$ cat src/rtl/multicycle_control_pkg.sv
// Shared definitions for the multicycle controller and the datapath muxes it steers:
// state encodings, opcodes, mux select codes and the control word layout.
package multicycle_control_pkg;

  typedef enum logic [3:0] {
    S_RESET  = 4'd0,
    FETCH    = 4'd1,
    DECODE   = 4'd2,
    MEM_ADDR = 4'd3,
    MEM_RD   = 4'd4,
    MEM_WB   = 4'd5,
    MEM_WR   = 4'd6,
    EXEC_R   = 4'd7,
    WB_R     = 4'd8,
    EXEC_I   = 4'd9,
    WB_I     = 4'd10,
    BRANCH   = 4'd11,
    JUMP     = 4'd12
  } state_t;

  localparam logic [5:0] OP_RTYPE = 6'b000000;
  localparam logic [5:0] OP_LW    = 6'b100011;
  localparam logic [5:0] OP_SW    = 6'b101011;
  localparam logic [5:0] OP_ADDI  = 6'b001000;
  localparam logic [5:0] OP_BEQ   = 6'b000100;
  localparam logic [5:0] OP_J     = 6'b000010;

  localparam logic [1:0] OPA_REG      = 2'b00;
  localparam logic [1:0] OPA_FOUR     = 2'b01;
  localparam logic [1:0] OPA_IMM_EXT  = 2'b10;
  localparam logic [1:0] OPA_IMM_DESP = 2'b11;

  // Code 11 on operand B is reserved and never driven.
  localparam logic [1:0] OPB_REG     = 2'b00;
  localparam logic [1:0] OPB_PC      = 2'b01;
  localparam logic [1:0] OPB_IMM_EXT = 2'b10;

  localparam logic [1:0] ALU_ADD   = 2'b00;
  localparam logic [1:0] ALU_SUB   = 2'b01;
  localparam logic [1:0] ALU_FUNCT = 2'b10;

  localparam logic [1:0] PC_ALU    = 2'b00;
  localparam logic [1:0] PC_ALUOUT = 2'b01;
  localparam logic [1:0] PC_JUMP   = 2'b10;

  typedef struct packed {
    logic [1:0] sel_opera;
    logic [1:0] sel_operb;
    logic [1:0] alu_op;
    logic [1:0] sel_pc;
    logic       pc_write;
    logic       pc_write_cond;
    logic       ir_write;
    logic       mem_read;
    logic       mem_write;
    logic       iord;
    logic       reg_write;
    logic       sel_regdst;
    logic       sel_memtoreg;
  } ctrl_t;

  function automatic logic is_wait_state(input state_t s);
    return (s == FETCH) || (s == MEM_RD) || (s == MEM_WR);
  endfunction

endpackage

$ cat src/rtl/control_decode.sv
// Moore-style control word decode from the current state; only the FETCH
// instruction-register and PC strobes are qualified by mem_ready.
module control_decode
  import multicycle_control_pkg::*;
(
  input  state_t state,
  input  logic   mem_ready,
  output ctrl_t  ctrl
);

  always_comb begin
    ctrl = '0;
    case (state)
      FETCH: begin
        ctrl.mem_read  = 1'b1;
        ctrl.sel_opera = OPA_FOUR;
        ctrl.sel_operb = OPB_PC;
        ctrl.alu_op    = ALU_ADD;
        ctrl.sel_pc    = PC_ALU;
        ctrl.ir_write  = mem_ready;
        ctrl.pc_write  = mem_ready;
      end
      DECODE: begin
        ctrl.sel_opera = OPA_IMM_DESP;
        ctrl.sel_operb = OPB_PC;
        ctrl.alu_op    = ALU_ADD;
      end
      MEM_ADDR, EXEC_I: begin
        ctrl.sel_opera = OPA_REG;
        ctrl.sel_operb = OPB_IMM_EXT;
        ctrl.alu_op    = ALU_ADD;
      end
      MEM_RD: begin
        ctrl.mem_read = 1'b1;
        ctrl.iord     = 1'b1;
      end
      MEM_WB: begin
        ctrl.reg_write    = 1'b1;
        ctrl.sel_memtoreg = 1'b1;
      end
      MEM_WR: begin
        ctrl.mem_write = 1'b1;
        ctrl.iord      = 1'b1;
      end
      EXEC_R: begin
        ctrl.sel_opera = OPA_REG;
        ctrl.sel_operb = OPB_REG;
        ctrl.alu_op    = ALU_FUNCT;
      end
      WB_R: begin
        ctrl.reg_write  = 1'b1;
        ctrl.sel_regdst = 1'b1;
      end
      WB_I: ctrl.reg_write = 1'b1;
      BRANCH: begin
        ctrl.sel_opera     = OPA_REG;
        ctrl.sel_operb     = OPB_REG;
        ctrl.alu_op        = ALU_SUB;
        ctrl.pc_write_cond = 1'b1;
        ctrl.sel_pc        = PC_ALUOUT;
      end
      JUMP: begin
        ctrl.pc_write = 1'b1;
        ctrl.sel_pc   = PC_JUMP;
      end
      default: ctrl = '0;
    endcase
  end

endmodule

$ cat src/rtl/multicycle_control.sv
// Multicycle CPU control FSM with a memory wait-state counter that aborts
// (memory states) or retries (fetch) an access after TIMEOUT_CYCLES idle cycles.
//
// state    | meaning
// S_RESET  | idle after reset, all strobes low
// FETCH    | read instruction, PC += 4 on mem_ready
// DECODE   | opcode dispatch, branch target precompute
// MEM_ADDR | load/store address calc
// MEM_RD   | data read, waits on mem_ready
// MEM_WB   | load writeback
// MEM_WR   | data write, waits on mem_ready
// EXEC_R   | R-type ALU op
// WB_R     | R-type writeback to rd
// EXEC_I   | ADDI ALU op
// WB_I     | ADDI writeback to rt
// BRANCH   | BEQ compare, conditional PC write
// JUMP     | PC <= jump target
module multicycle_control
  import multicycle_control_pkg::*;
#(
  parameter int TIMEOUT_CYCLES = 255
) (
  input  logic       clk,
  input  logic       reset,
  input  logic [5:0] opcode,
  input  logic       zero,
  input  logic       mem_ready,
  output logic [1:0] sel_operA,
  output logic [1:0] sel_operB,
  output logic [1:0] alu_op,
  output logic [1:0] sel_pc,
  output logic       pc_write,
  output logic       pc_write_cond,
  output logic       ir_write,
  output logic       mem_read,
  output logic       mem_write,
  output logic       iord,
  output logic       reg_write,
  output logic       sel_regdst,
  output logic       sel_memtoreg,
  output logic       illegal_op,
  output logic       bus_error,
  output logic [3:0] state_out
);

  localparam logic [7:0] TIMEOUT_MATCH = 8'(TIMEOUT_CYCLES);

  state_t     state, state_next;
  logic [7:0] wait_cnt;
  logic       reset_hold;
  logic       timeout;
  logic       illegal;
  ctrl_t      ctrl;
  logic       zero_unused;

  // The branch decision is taken by the datapath through pc_write_cond.
  assign zero_unused = zero;

  assign timeout = is_wait_state(state) && !mem_ready && (wait_cnt == TIMEOUT_MATCH);

  always_comb begin
    state_next = state;
    illegal    = 1'b0;
    case (state)
      S_RESET: state_next = FETCH;
      FETCH:   if (mem_ready) state_next = DECODE;
      DECODE: begin
        case (opcode)
          OP_RTYPE:     state_next = EXEC_R;
          OP_LW, OP_SW: state_next = MEM_ADDR;
          OP_ADDI:      state_next = EXEC_I;
          OP_BEQ:       state_next = BRANCH;
          OP_J:         state_next = JUMP;
          default: begin
            illegal    = 1'b1;
            state_next = FETCH;
          end
        endcase
      end
      MEM_ADDR: state_next = (opcode == OP_SW) ? MEM_WR : MEM_RD;
      MEM_RD:   if (mem_ready) state_next = MEM_WB;
      MEM_WR:   if (mem_ready) state_next = FETCH;
      EXEC_R:   state_next = WB_R;
      EXEC_I:   state_next = WB_I;
      MEM_WB, WB_R, WB_I, BRANCH, JUMP: state_next = FETCH;
      default:  state_next = FETCH;
    endcase
    if (timeout) state_next = FETCH;
  end

  // reset_hold keeps S_RESET for one extra edge after release, so the first
  // FETCH lands on the second rising edge.
  always_ff @(posedge clk or posedge reset) begin
    if (reset) begin
      state      <= S_RESET;
      wait_cnt   <= 8'd0;
      reset_hold <= 1'b1;
    end else begin
      reset_hold <= 1'b0;
      state      <= reset_hold ? S_RESET : state_next;
      if (reset_hold || (state_next != state) || timeout)
        wait_cnt <= 8'd0;
      else if (is_wait_state(state) && !mem_ready)
        wait_cnt <= wait_cnt + 8'd1;
    end
  end

  control_decode u_decode (
    .state     (state),
    .mem_ready (mem_ready),
    .ctrl      (ctrl)
  );

  assign sel_operA     = ctrl.sel_opera;
  assign sel_operB     = ctrl.sel_operb;
  assign alu_op        = ctrl.alu_op;
  assign sel_pc        = ctrl.sel_pc;
  assign pc_write      = ctrl.pc_write;
  assign pc_write_cond = ctrl.pc_write_cond;
  assign ir_write      = ctrl.ir_write;
  assign mem_read      = ctrl.mem_read;
  assign mem_write     = ctrl.mem_write;
  assign iord          = ctrl.iord;
  assign reg_write     = ctrl.reg_write;
  assign sel_regdst    = ctrl.sel_regdst;
  assign sel_memtoreg  = ctrl.sel_memtoreg;
  assign illegal_op    = illegal;
  assign bus_error     = timeout;
  assign state_out     = state;

endmodule

$ cat config.mk
export PLATFORM = sky130hd
export DESIGN_NAME = multicycle_control
export DESIGN_NICKNAME = d
export VERILOG_FILES = /design/src/rtl/multicycle_control_pkg.sv /design/src/rtl/control_decode.sv /design/src/rtl/multicycle_control.sv
export SDC_FILE = /design/constraint.sdc
export NUM_CORES = 1
export LEC_CHECK = 0
export ABC_AREA = 0
export BUFFER_PORTS_ARGS = -buffer_cell sky130_fd_sc_hd__buf_2
export CAP_MARGIN = 40
export CORE_MARGIN = 4
export CORE_UTILIZATION = 30
export CTS_BUF_LIST = sky130_fd_sc_hd__clkbuf_8
export CTS_CLUSTER_DIAMETER = 150
export DETAILED_ROUTE_END_ITERATION = 7
export SYNTH_ARGS = -nofsm -noshare
export SYNTH_HDL_FRONTEND = slang
export SYNTH_SLANG_ARGS = --single-unit
$ cat constraint.sdc
create_clock -name clk -period 1.9 [get_ports clk]
set_input_delay 0.095 -clock clk [delete_from_list [all_inputs] [get_ports clk]]
set_output_delay 0.095 -clock clk [all_outputs]
set_load 0.005 [all_outputs]
Word-level counts from Yosys, hierarchy flattened --
Index checks and enable logic that the tools add are counted.
Operators by class: add/sub/neg operators 1, reductions and logical operators 15, equal/unequal tests 19, muxes and demuxes 23
Operators by type and width (number):
- $pmux 6 s5 | 1
- $pmux 4 s7 | 1
- $eq 4x4->1 const B | 5
- $mux 4 | 5
- $pmux 4 s5 | 1
- $eq 4x3->1 const B | 4
- $mux 8 | 2
- $eq 6x6->1 const B | 2
- $mux 1 | 10
- $add 8x1->8 const B | 1
- $eq 4x2->1 const B | 2
- $eq 8x8->1 const B | 1
- $reduce_or 2->1 | 4
- $eq 6x2->1 const B | 1
- $eq 6x3->1 const B | 1
- $eq 6x4->1 const B | 1
- $logic_not 6->1 | 1
- $reduce_or 6->1 | 1
- $eq 4x1->1 const B | 1
- $logic_or 1x1->1 | 4
- $ne 4x4->1 | 1
- $pmux 2 s2 | 1
- $reduce_or 3->1 | 1
- $logic_and 1x1->1 | 2
- 4 further kinds | 4
Word-level totals: register bits after elaboration 13, output and inout port bits 23, word-level logic and storage cells 61, input port bits 10

Logic depth before layout (Yosys ltp) --
word-level depth 10, depth in mapped cells 7, mapped depth without buffers 6

Hierarchy --
From an unflattened synthesis, not the netlist that was laid out.
Second synthesis, totals: cell total of the unflattened synthesis 130, area, all modules 1231.2 um2
Modules (own cells, without submodules):
- multicycle_control | seq. area each 326.6 um2, area an instance 982.2 um2, times used 1, cells each 100
- control_decode | seq. area each 0.0 um2, area an instance 249.0 um2, times used 1, cells each 30

Least setup slack after synthesis --
No wires, ideal clock.
kind reg-to-reg, start point reg state[2], in the netlist state_out[2], end point reg wait_cnt[1], path buffers 1, period minus slack after synthesis 1.926 ns, library setup time 0.097 ns, data arrival time 1.828 ns, data required time 1.803 ns, setup slack -0.026 ns, cell stages (with the launch flop) 7, path through dfrtp_1 > buf_6 > or4b_4 > a31oi_1 > a211oi_1 > mux2_4 > nor4b_2
Between the ends: word-level cells in the longest chain between the ends 10, elaborated cells on any way between the ends 21, those cells by class eq/ne: 8; mux: 6; reduce/logical: 7
RTL lines:
- start: declaration | line multicycle_control.sv:48 | state_t state, state_next;
- start signal: assignment | line multicycle_control.sv:100 | state <= reset_hold ? S_RESET : state_next;
- $eq 4x1->1 / $eq 4x3->1 (equally long branches) | line multicycle_control_pkg.sv:63, multicycle_control.sv:64
- $logic_or 1x1->1 (2 in series) | line multicycle_control_pkg.sv:63 | return (s == FETCH) || (s == MEM_RD) || (s == MEM_WR);
- $logic_and 1x1->1 | line multicycle_control.sv:59, multicycle_control.sv:103
- $logic_and 1x1->1 | line multicycle_control.sv:59 | assign timeout = is_wait_state(state) && !mem_ready && (wait_cnt == TIMEOUT_MATCH);
- $mux 4 | line multicycle_control.sv:88 | if (timeout) state_next = FETCH;
- $ne 4x4->1 | line multicycle_control.sv:101 | if (reset_hold || (state_next != state) || timeout)
- $logic_or 1x1->1 (2 in series) | line multicycle_control.sv:101
- $mux 8 / $reduce_bool 2->1 (equally long branches)
- end signal: assignment | line multicycle_control.sv:104 | wait_cnt <= wait_cnt + 8'd1;
- end: declaration | line multicycle_control.sv:49 | logic [7:0] wait_cnt;
Several ways; a longest one is shown, not always the timed one. A chain may end at the register's enable or synchronous reset.

Worst setup path in the final report --
start point reg state[3], in the netlist state_out[3], end point reg wait_cnt[5]
Same word-level chain as after synthesis.

==> reports/qor.yml <==
place.gp.congestion: 0.882
synthCells: 143
std_cell_rows: 21
first_pass_iters: 4
cts_tree: "done"
placed_area_mm2: 0.00149
fp.dieW_um: 68.8
critPathRequiredTime_ns: 2.05
synthFlopType: "dfrtp_1"
hold_slack_ns: 0.405
grt.total_usage: 0.150
synthesis.nets: 154
grt_max_degree: 14
drc: 0
max_stage_delay_ns: 0.57
powerDensity_mw_per_mm2: 432
crit_family: "simple AND/OR/NAND/NOR gates"
ys_ff_latch: 13
holdCritPathClass: "in2async"
syn2layout_area_growth_pct: 47.5
synth_edf_count: 0
maxCapViolations: 0
antenna_cells: 0
cts_max_level: 1
die_area_mm2: 0.00473
grt_overflow_total: 0
worstSetupStartpointType: "flop"
rsz0062_at_grt: "yes"
peakVddDrop_mv: 0.457
antenna_left: 0
start_util: 0.322
grt_first_pass_wirelength_um: 5400
place_inst: 240
setup_viol: 0
report.final.slew_viol_count: 0
max_freq_mhz: 530
path_clk_slew_ns: 0.06
cts_root_buffer: "clkbuf_8"
cp_slowest_cell: "or4b_4"
min_period_ns: 1.89
worstSkewPairLatency_ns: 0.25
die-height_um: 68.8
cp_data_arrival_time_ns: 2.03
ys_types: 45
timing.final.crit_share: 0.993
dp_hpwl_um: 2580
cts_made_buffers: 3
num_vias: 1302
hold_viol: 0
clock_sinks: 13
routedWlPerCell_um: 13.7
endpoint_kind: "flop"
fin_worst_skew_ns: 0.00861
post-route-cell-area_mm2: 0.00164
synth_area_mm2: 0.00111
clock_path_buffers: 2
drive_above_1_share: 0.426
io_pins: 33
path_class: "reg2reg"
routed_wl_um: 3400
yosysWarnings: 0
first_global_vias: 1194
status: "finished clean"
ys_seq_area_frac: 0.295
cp_max_fo: 8
vias_per_cell: 5.25
fin_nets: 214
cp_cell_sequence: "or4b_4 > a31oi_4 > a211oi_2 > mux2_4 > nor4b_2"
grt_antenna_before_repair: 0
syn_avg_cell_area_um2: 7.75
instances_no_fill: 248
p_leak_nw: 0.751
drt_iter0_markers: 95
synthArstFlopShare: 1.00
critical_path_buf_inv_count: 0
core-area_mm2: 0.00344
port_buffers: 31
[power by group]
part / switching (W) / leakage [nW] / internal [W]
Clock: 0.0000978 / 0.0269 / 0.000142
Sequential: 0.00000421 / 0.175 / 0.000282
Combinational: 0.0000956 / 0.550 / 0.0000834
Total: 0.000198 / 0.751 / 0.000508
[synthesized netlist by cell type, drive strengths merged (3+ instances only)]
cell type  count  share of area
inv            6          0.020
a31oi          3          0.017
nand3          3          0.014
o21ai          8          0.036
buf            3          0.024
nor3           9          0.041
dfrtp         12           0.27
a21oi          7          0.032
a211oi         4          0.027
xnor2          5          0.040
nand2b         3          0.017
nor2          16          0.054
clkbuf         4          0.014
nand2         20          0.068
nor4b          4          0.049
[logic make-up (layout without fill, tap and decap cells)]
| family | Yosys count | in the layout | share of synthesized area |
|---|---|---|---|
| AO/OA/AOI/OAI | 34 | 34 | 0.196 |
| XOR/XNOR | 7 | 7 | 0.0553 |
| adder cells (fa/ha/maj) | 1 | 1 | 0.0113 |
| buffers and inverters | 13 | 72 | 0.0576 |
| flip-flops | 13 | 13 | 0.295 |
| multiplexers | 2 | 2 | 0.0226 |
| other | 1 | 1 | 0.00338 |
| AND/OR/NAND/NOR | 72 | 72 | 0.359 |
[worst paths after layout]
path,from,end,slack (ns),depth (start not counted)
worst max-delay path,state_out[3]$_DFF_PP0_,wait_cnt[5]$_DFFE_PP0P_,0.01,5
worst min-delay path,reset,wait_cnt[4]$_DFFE_PP0P_,0.41,3
worst max register to register,state_out[3]$_DFF_PP0_,wait_cnt[5]$_DFFE_PP0P_,0.01,5
worst min register to register,reset_hold$_DFF_PP1_,state_out[3]$_DFF_PP0_,0.52,1
max in group asynchronous,reset,state_out[2]$_DFF_PP0_,1.13,3
min in group clk,mem_ready,wait_cnt[0]$_DFFE_PP0P_,0.42,6
[layer usage]
metal | global-route usage | wire length [µm]
met1 | 0.200 | 1500
met4 | 0.0438 | 44
met2 | 0.255 | 1590
met3 | 0.0162 | 261
met5 | 0 | 0
[what timing repair did]
action | 4_1_cts | 5_1_grt
cloned | 0 | 0
endpoints found under the setup margin | 9 | 9
endpoints found under the hold margin | 12 | 0
pin swaps | 4 | 0
setup buffers | 2 | 1
resized for setup | 11 | 7
hold buffers | 1 | 0
[stage by stage]
stage	TNS (ns)	power [W]	worst slack (ns)	util
5_1_grt	-0.455	0.000747	-0.0743	0.475
4_1_cts	-0.00705	0.000706	-0.00577	0.468
6_report	0	0.000706	0.0138	0.475
3_5_place_dp	-0.434	0.000449	-0.0906	0.432
3_3_place_gp	-0.0975	0.000446	-0.0344	0.432
2_1_floorplan	-0.0398	0.000373	-0.0133	-
[registers in the layout, summed over array words and instances (netlist names)]
register    cells
state_out       4
reset_hold      1
wait_cnt        8
[final cells by class]
class	instances	area, µm²
Timing Repair Buffer	62	394
Multi-Input combinational cell	117	788
Clock buffer	3	41.3
Fill cell	337	1810
Sequential cell	13	328
Inverter	6	22.5
Clock inverter	1	3.75
Tap cell	46	57.6
[worst min-delay path, cell delays in order]
cell and delay (ns):
dlygate4sd3_1 0.53, buf_2 0.11, inv_1 0.36
[cells in the final DEF, fill, tap and decap left out, types with 5 or more instances in the layout]
cell and instances:
nand2_1 20, dfrtp_1 11, xnor2_1 5, nor2_1 14, a21oi_1 5, inv_1 7
buf_2 31, buf_4 29, o21ai_0 5, nor3_1 8
(Power assumes the default switching activity.)
